**config.mk**
```make
export PLATFORM = sky130hd
export DESIGN_NAME = adc_sample_filter
export DESIGN_NICKNAME = d
export VERILOG_FILES = /design/src/rtl/adc_sample_filter.sv
export SDC_FILE = /design/constraint.sdc
export NUM_CORES = 1
export LEC_CHECK = 0
export CAP_MARGIN = 20
export CORE_ASPECT_RATIO = 0.8
export CORE_MARGIN = 2
export CORE_UTILIZATION = 64
export CTS_BUF_LIST = sky130_fd_sc_hd__clkbuf_8
export CTS_CLUSTER_DIAMETER = 80
export DETAILED_ROUTE_END_ITERATION = 10
export GPL_ROUTABILITY_DRIVEN = 1
export HOLD_SLACK_MARGIN = 0.02
export PLACE_DENSITY = 0.83
export SYNTH_ARGS = -nofsm -noshare
export SYNTH_HDL_FRONTEND = slang
export SYNTH_SLANG_ARGS = --single-unit
```
**constraint.sdc**
```tcl
create_clock -name clock -period 4.8 [get_ports clock]
set_clock_uncertainty 0.1 [all_clocks]
set_input_delay 0.48 -clock clock [delete_from_list [all_inputs] [get_ports clock]]
set_output_delay 0.48 -clock clock [all_outputs]
set_load 0.005 [all_outputs]
```
**src/rtl/adc_sample_filter.sv**
```systemverilog
// ---------------------------------------------------------------------------
// adc_sample_filter
//
// Sits after the ADC SPI slave receiver. It brings the receiver's
// frame-complete strobe into the system clock domain, captures one 16-bit
// word on each rising edge of that strobe, and runs a power-of-two moving
// average over the captured words. The filtered value goes to the oscillator
// pitch logic together with a one-cycle valid pulse. A watchdog flags the
// ADC stream as stale when no frame arrives for STALE_CYCLES clocks.
//
// Integration note: data_in[DATA_W-1] is the first bit shifted in (MSB), so
// receiver data_out[0] is wired to data_in[15].
//
// Parameters
//   DATA_W        sample width in bits
//   LOG2_DEPTH    log2 of the averaging window (DEPTH = 2**LOG2_DEPTH, >= 1)
//   STALE_CYCLES  idle clocks before stale asserts (>= 1)
//
// Ports
//   clock          system clock
//   reset_n        asynchronous active-low reset
//   data_in        receiver word, held stable between frames
//   data_received  receiver frame-complete strobe (asynchronous to clock)
//   flush          synchronous clear of the averaging history
//   sample_out     filtered sample (mean of the last DEPTH captures)
//   sample_valid   one-cycle pulse when sample_out updates
//   primed         high once DEPTH samples have been captured since reset/flush
//   stale          high when no capture for STALE_CYCLES cycles
// ---------------------------------------------------------------------------
module adc_sample_filter #(
  parameter int unsigned DATA_W       = 16,
  parameter int unsigned LOG2_DEPTH   = 3,
  parameter int unsigned STALE_CYCLES = 65535
) (
  input  logic              clock,
  input  logic              reset_n,
  input  logic [DATA_W-1:0] data_in,
  input  logic              data_received,
  input  logic              flush,
  output logic [DATA_W-1:0] sample_out,
  output logic              sample_valid,
  output logic              primed,
  output logic              stale
);

  localparam int unsigned DEPTH  = 1 << LOG2_DEPTH;
  localparam int unsigned SUM_W  = DATA_W + LOG2_DEPTH;
  localparam int unsigned FILL_W = LOG2_DEPTH + 1;
  localparam int unsigned CNT_W  = (STALE_CYCLES < 2) ? 1 : $clog2(STALE_CYCLES + 1);

  localparam logic [FILL_W-1:0] FILL_FULL  = FILL_W'(DEPTH);
  localparam logic [FILL_W-1:0] FILL_LAST  = FILL_W'(DEPTH - 1);
  localparam logic [CNT_W-1:0]  STALE_MAX  = CNT_W'(STALE_CYCLES);
  localparam logic [CNT_W-1:0]  STALE_LAST = CNT_W'(STALE_CYCLES - 1);

  // -------------------------------------------------------------------------
  // Strobe synchroniser and rising-edge detect
  // -------------------------------------------------------------------------
  logic sync1;
  logic sync2;
  logic sync3;
  logic strobe_rise;

  always_ff @(posedge clock or negedge reset_n) begin
    if (!reset_n) begin
      sync1 <= 1'b0;
      sync2 <= 1'b0;
      sync3 <= 1'b0;
    end else begin
      sync1 <= data_received;
      sync2 <= sync1;
      sync3 <= sync2;
    end
  end

  // A strobe held high for any length of time produces a single capture.
  assign strobe_rise = sync2 & ~sync3;

  // -------------------------------------------------------------------------
  // Stage E: capture the receiver word
  // -------------------------------------------------------------------------
  logic [DATA_W-1:0] sample_reg;
  logic              cap_valid;

  always_ff @(posedge clock or negedge reset_n) begin
    if (!reset_n) begin
      sample_reg <= '0;
      cap_valid  <= 1'b0;
    end else begin
      // A flush in the edge cycle discards the frame being captured.
      cap_valid <= strobe_rise & ~flush;
      if (strobe_rise) begin
        sample_reg <= data_in;
      end
    end
  end

  // -------------------------------------------------------------------------
  // Stage E+1: circular history buffer and running sum
  // -------------------------------------------------------------------------
  logic [DATA_W-1:0]     buffer [DEPTH];
  logic [LOG2_DEPTH-1:0] wr_ptr;
  logic [FILL_W-1:0]     fill_count;
  logic [SUM_W-1:0]      sum;
  logic                  acc_valid;

  // The running sum always equals the sum of the buffer entries, so it is
  // updated by adding the incoming sample and removing the one it replaces.
  always_ff @(posedge clock or negedge reset_n) begin
    if (!reset_n) begin
      for (int unsigned i = 0; i < DEPTH; i++) begin
        buffer[i] <= '0;
      end
      wr_ptr     <= '0;
      fill_count <= '0;
      sum        <= '0;
      acc_valid  <= 1'b0;
      primed     <= 1'b0;
    end else if (flush) begin
      // Flush wins over an accumulate in the same cycle; that sample is lost.
      for (int unsigned i = 0; i < DEPTH; i++) begin
        buffer[i] <= '0;
      end
      wr_ptr     <= '0;
      fill_count <= '0;
      sum        <= '0;
      acc_valid  <= 1'b0;
      primed     <= 1'b0;
    end else begin
      acc_valid <= cap_valid;
      if (cap_valid) begin
        buffer[wr_ptr] <= sample_reg;
        sum            <= sum + SUM_W'(sample_reg) - SUM_W'(buffer[wr_ptr]);
        wr_ptr         <= wr_ptr + 1'b1;
        if (fill_count != FILL_FULL) begin
          fill_count <= fill_count + 1'b1;
        end
        if (fill_count == FILL_LAST) begin
          primed <= 1'b1;
        end
      end
    end
  end

  // -------------------------------------------------------------------------
  // Stage E+2: divide by DEPTH and publish
  // -------------------------------------------------------------------------
  always_ff @(posedge clock or negedge reset_n) begin
    if (!reset_n) begin
      sample_out   <= '0;
      sample_valid <= 1'b0;
    end else begin
      sample_valid <= acc_valid;
      if (acc_valid) begin
        // Truncating divide: drop the low LOG2_DEPTH bits of the sum.
        sample_out <= sum[SUM_W-1:LOG2_DEPTH];
      end
    end
  end

  // -------------------------------------------------------------------------
  // Stale stream watchdog
  // -------------------------------------------------------------------------
  logic [CNT_W-1:0] stale_cnt;

  // stale is held as its own flop so it can come out of reset asserted while
  // the counter restarts from zero; it only clears on a capture.
  always_ff @(posedge clock or negedge reset_n) begin
    if (!reset_n) begin
      stale_cnt <= '0;
      stale     <= 1'b1;
    end else if (strobe_rise) begin
      stale_cnt <= '0;
      stale     <= 1'b0;
    end else if (stale_cnt != STALE_MAX) begin
      stale_cnt <= stale_cnt + 1'b1;
      if (stale_cnt == STALE_LAST) begin
        stale <= 1'b1;
      end
    end
  end

endmodule

```
# After elaboration in Yosys (flattened, before gate mapping)
# Cells that the tools add are included.
# Widths: inputs -> output; s select.
[word_totals]
regBits = 210
out_inout_bits = 19
in_bits = 20
word_cells = 71
[classes]
n_mux = 24
n_lt_le_gt_ge = 2
eq_ne = 4
n_reduce_logical = 9
bitwise_logic = 5
addsub = 5
[op_table]
columns = ["op", "n"]
rows = [
  ["$mux 128", 2],
  ["$bwmux 128", 1],
  ["$mux 16", 5],
  ["$bmux 16 s3", 1],
  ["$demux 16 s3", 1],
  ["$mux 19", 2],
  ["$add 19x16->19", 1],
  ["$sub 19x16->19", 1],
  ["$add 16x1->16 const B", 1],
  ["$eq 16x16->1 const B", 1],
  ["$ne 16x16->1 const B", 1],
  ["$mux 4", 3],
  ["$reduce_bool 2->1", 5],
  ["$mux 1", 7],
  ["$mux 3", 2],
  ["$reduce_and 2->1", 3],
  ["$add 4x1->4 const B", 1],
  ["$eq 4x3->1 const B", 1],
  ["$ge 4x4->1 const B", 1],
  ["$lt 4x1->1 const B", 1],
  ["$ne 4x4->1 const B", 1],
  ["$not 3->4", 1],
  ["$add 3x1->3 const B", 1],
  ["$and 1x1->1", 2],
  ["2 further kinds", 3],
]

# Longest topological paths before layout
[depth]
word_depth = 8
ltp_mapped = 17
ltp_nobuf = 14

# Least setup slack after synthesis
# Ideal clock, no wire load.
[synth_path]
kind = "register -> register"
startpoint = "reg wr_ptr[0]"
endpoint = "reg sum[18]"
path_buffers = 3
stages_incl_launch_ff = 17
required_ns = 4.572
slack_ns = 1.076
setup_ns = 0.128
period_less_slack_ns = 3.724
arrival_time_ns = 3.496
cell_sequence = "dfrtp_1 > buf_2 > buf_4 > and2_1 > a221oi_1 > a21oi_1 > or2_2 > fa_1 > inv_1 > ha_1 > buf_2 > nand4_1 > a211oi_1 > o21ai_1 > and3_1 > a221oi_2 > mux2_1"
[synth_via]
elab_chain_len = 7
[synth_lines]
columns = ["item", "line_no", "rtl"]
rows = [
  ["start: declaration", "102", "logic [LOG2_DEPTH-1:0] wr_ptr;"],
  ["start signal: assignment", "134", "wr_ptr <= wr_ptr + 1'b1;"],
  ["$not 3->4 (implied by the code)", "133", "sum <= sum + SUM_W'(sample_reg) - SUM_W'(buffer[wr_ptr]);"],
  ["$bmux 16 s3", "133", ""],
  ["$mux 16 (implied by the code) (2 in series)", "133", ""],
  ["$sub 19x16->19", "133", ""],
  ["$mux 19", "131", "if (cap_valid) begin"],
  ["$mux 19", "119", "end else if (flush) begin"],
  ["end signal: assignment", "133", ""],
  ["end: declaration", "104", "logic [SUM_W-1:0] sum;"],
]
# Every way passes these cells. The select of a mux whose other input is x is not followed.
# A chain may end at the register's enable or synchronous reset.

# Final worst setup path
# Same ends and word-level chain as after synthesis.

==> results.py <==
metrics = {
    "worst_setup_path": {
        "cp_num_buf_inv": 2,
        "start_kind": "flip-flop",
        "crit_slowest_cell": "dfrtp_2",
        "cpLargestDelayFamily": "compound AO/OA/AOI/OAI gates",
        "worstSetupPathType": "flip-flop to flip-flop",
        "rr_worst_depth": 14,
        "cp_max_fo": 30,
        "critPathMaxStageDelay_ps": 870,
        "end_kind": "flip-flop",
        "crit_required_ps": 5090,
        "arrival_ps": 4870,
        "cp_cell_sequence": "buf_4 > nor2_1 > a221oi_1 > a21oi_1 > a211o_1 > fa_1 > inv_1 > ha_1 > o211ai_1 > a21oi_2 > o21ai_1 > nand2_1 > a221oi_2 > mux2_1",
        "crit_cells": 14,
    },
    "clock_tree": {
        "cts-root-buf": "clkbuf_8",
        "cts_tree": "done",
        "post-cts-setup-buffers": 0,
        "postCtsHoldBufs": 1,
        "cts.sinks": 210,
        "clock_path_buffers": 3,
        "cts_buffers": 36,
        "htreeDepth": 2,
        "ctsResizeCount": 0,
        "clk_latency_ps": 530,
        "path_clk_slew_ps": 60,
    },
    "finish": {
        "antenna_cells": 0,
        "syn_to_final_growth_pct": 10.4,
        "layout_common_cells": "314 x nand2_1, 207 x dfrtp_1, 155 x a21oi_1",
        "fin_cells": 1465,
        "largestRegisters": "buffer: 128 flops, sum: 19 flops",
        "nNetsFinal": 1284,
        "layout_commonest_cell": "nand2_1",
        "drive_gt1_share_pct": 10.6,
        "regMostFlops": "buffer",
        "largest_reg_flops": 128,
    },
    "grt": {
        "grt_max_degree": 100,
        "grt_pass1_vias": 8751,
        "antenna_found_initial": 0,
        "grt_first_pass_wirelength_um": 45700,
        "grt_remaining_overflow": 0,
        "track_usage_pct": 32.1,
    },
    "power": {
        "power.total_mw": 4.50,
        "power.leakage_nw": 5.34,
        "peakVddDrop_v": 0.000270,
        "p_per_area_nw_per_um2": 369,
    },
    "sta": {
        "fin_crit_sh_pct": 95.3,
        "timing.fmax_mhz": 219,
        "maxSlewHeadroom_pct": 24.3,
        "rsz0062_at_grt": "false",
        "hold_viol": 0,
        "finalSetupTns_ps": 0,
        "slew_viol_final": 0,
        "tightest_slew_ps": 1130,
        "period_needed_ps": 4570,
        "finalSetupViolCount": 0,
    },
    "route": {
        "dr.first_iter.drc_count": 807,
        "avgRoutedWirePerCell_um": 19.2,
        "ant_nets": 0,
        "drc_errors": 0,
        "totalWireLength_um": 28200,
        "avgViaCountPerCell": 6.15,
        "vias": 9013,
        "first_pass_iters": 8,
    },
    "yosys": {
        "synth_seq_cells": 210,
        "muxShareOfSynthArea_pct": 7.72,
        "syn_area_per_cell_um2": 9.13,
        "ys_warn_count": 0,
        "synth_compound_gate_area_share_pct": 14.0,
        "synth_top_family_by_area": "simple AND/OR/NAND/NOR gates",
        "syn_area_um2": 11100,
        "synth_edf_count": 0,
        "synth_xor_area_share_pct": 1.90,
        "synth_flop_cell": "dfrtp_1",
        "synth_cell_types": 64,
        "ys_async_sr_fraction_pct": 100,
        "yosysSeqAreaShare_pct": 47.5,
        "synthSimpleGateAreaFrac_pct": 17.8,
        "synth_fp_nets": 1271,
        "syn_inst": 1211,
        "synth_fa_ha_area_share_pct": 5.61,
    },
    "die": {
        "fp-row-count": 42,
        "initial_core_util_pct": 66.2,
        "dieHeight_um": 122,
        "io_pins": 39,
        "die_area_um2": 18400,
        "core_um2": 16700,
        "die-width_um": 151,
    },
    "placed_design": {
        "dp_hpwl_um": 18400,
        "portBuffers": 38,
        "place_inst": 1405,
        "place_congestion": 0.942,
    },
    "worst_hold_path": {
        "hold_class": "flip-flop to flip-flop",
        "hold_depth": 0,
    },
    "job": {
        "drv_cap": 0,
    },
    "run_status": {
        "status": "finished clean",
    },
}
==> through the flow <==
stage	util (%)	setup slack [ps]	instance area [um^2]	hold slack [ps]
global route	73.1	4.75	12200	270
global placement	69.0	456	11500	235
finish	73.1	227	12200	263
floorplan	-	1080	11100	84.4
detailed placement	69.0	392	11500	242
CTS	73.1	269	12200	258
==> final cells by class <==
| cell class | count | area, um^2 |
|---|---|---|
| Inverter | 73 | 274 |
| Clock buffer | 42 | 578 |
| Fill cell | 1266 | 4500 |
| Multi-Input combinational cell | 849 | 5210 |
| Timing Repair Buffer | 54 | 517 |
| Clock inverter | 17 | 98.8 |
| Tap cell | 220 | 275 |
| Sequential cell | 210 | 5260 |
==> cell usage after synthesis (all sizes together), types with 13 or more instances <==
cell type  count  area, um^2
mux2          30         338
buf           29         149
nand2        314        1180
a21oi        160         820
fa            16         320
xor2          13         114
nor2          71         269
nand3         16        80.1
ha            24         300
mux4          14         315
inv           73         274
clkbuf        50         188
mux2i         20         200
o21ai         32         160
dfrtp        209        5230
==> kinds of logic after synthesis <==
logic type / count (synthesis)
and+or+nand+nor: 462
AOI/OAI and AO/OA: 259
DFF: 210
buffers and inverters: 152
muxes: 64
adders and majority gates: 40
xor gates and xnor gates: 24
==> metal layers <==
layer  track usage (%)  vias up  wire length (um)
met5                 0        -                 0
met4              9.87        0               697
met3              7.15       72              3160
met2              48.6      461             12500
met1              46.8     4408             11800
li1                  -     4072                 -
==> worst reg2reg max path, cell delays in order (launching register included) <==
cell,delay [ps]
dfrtp_2,870
buf_4,340
nor2_1,90
a221oi_1,300
a21oi_1,150
a211o_1,340
fa_1,480
inv_1,40
ha_1,350
o211ai_1,160
a21oi_2,80
o21ai_1,320
nand2_1,150
a221oi_2,310
mux2_1,350
==> report_power, final <==
part	total (mW)	switching, mW	internal, mW
Clock	1.56	0.720	0.843
Sequential	1.97	0.123	1.85
Combinational	0.966	0.577	0.389
==> worst paths after layout <==
| path | slack, ps | start | to |
|---|---|---|---|
| setup / recovery | 230 | wr_ptr[0] | sum[18] |
| hold / removal | 260 | sync1 | sync2 |
| setup reg to reg | 230 | wr_ptr[0] | sum[18] |
| hold reg to reg | 260 | sync1 | sync2 |
| max in group asynchronous | 3090 | reset_n | sample_out[15] |
| min in group asynchronous | 410 | reset_n | buffer[74] |
Note: power is estimated with default switching activity, not from simulation.
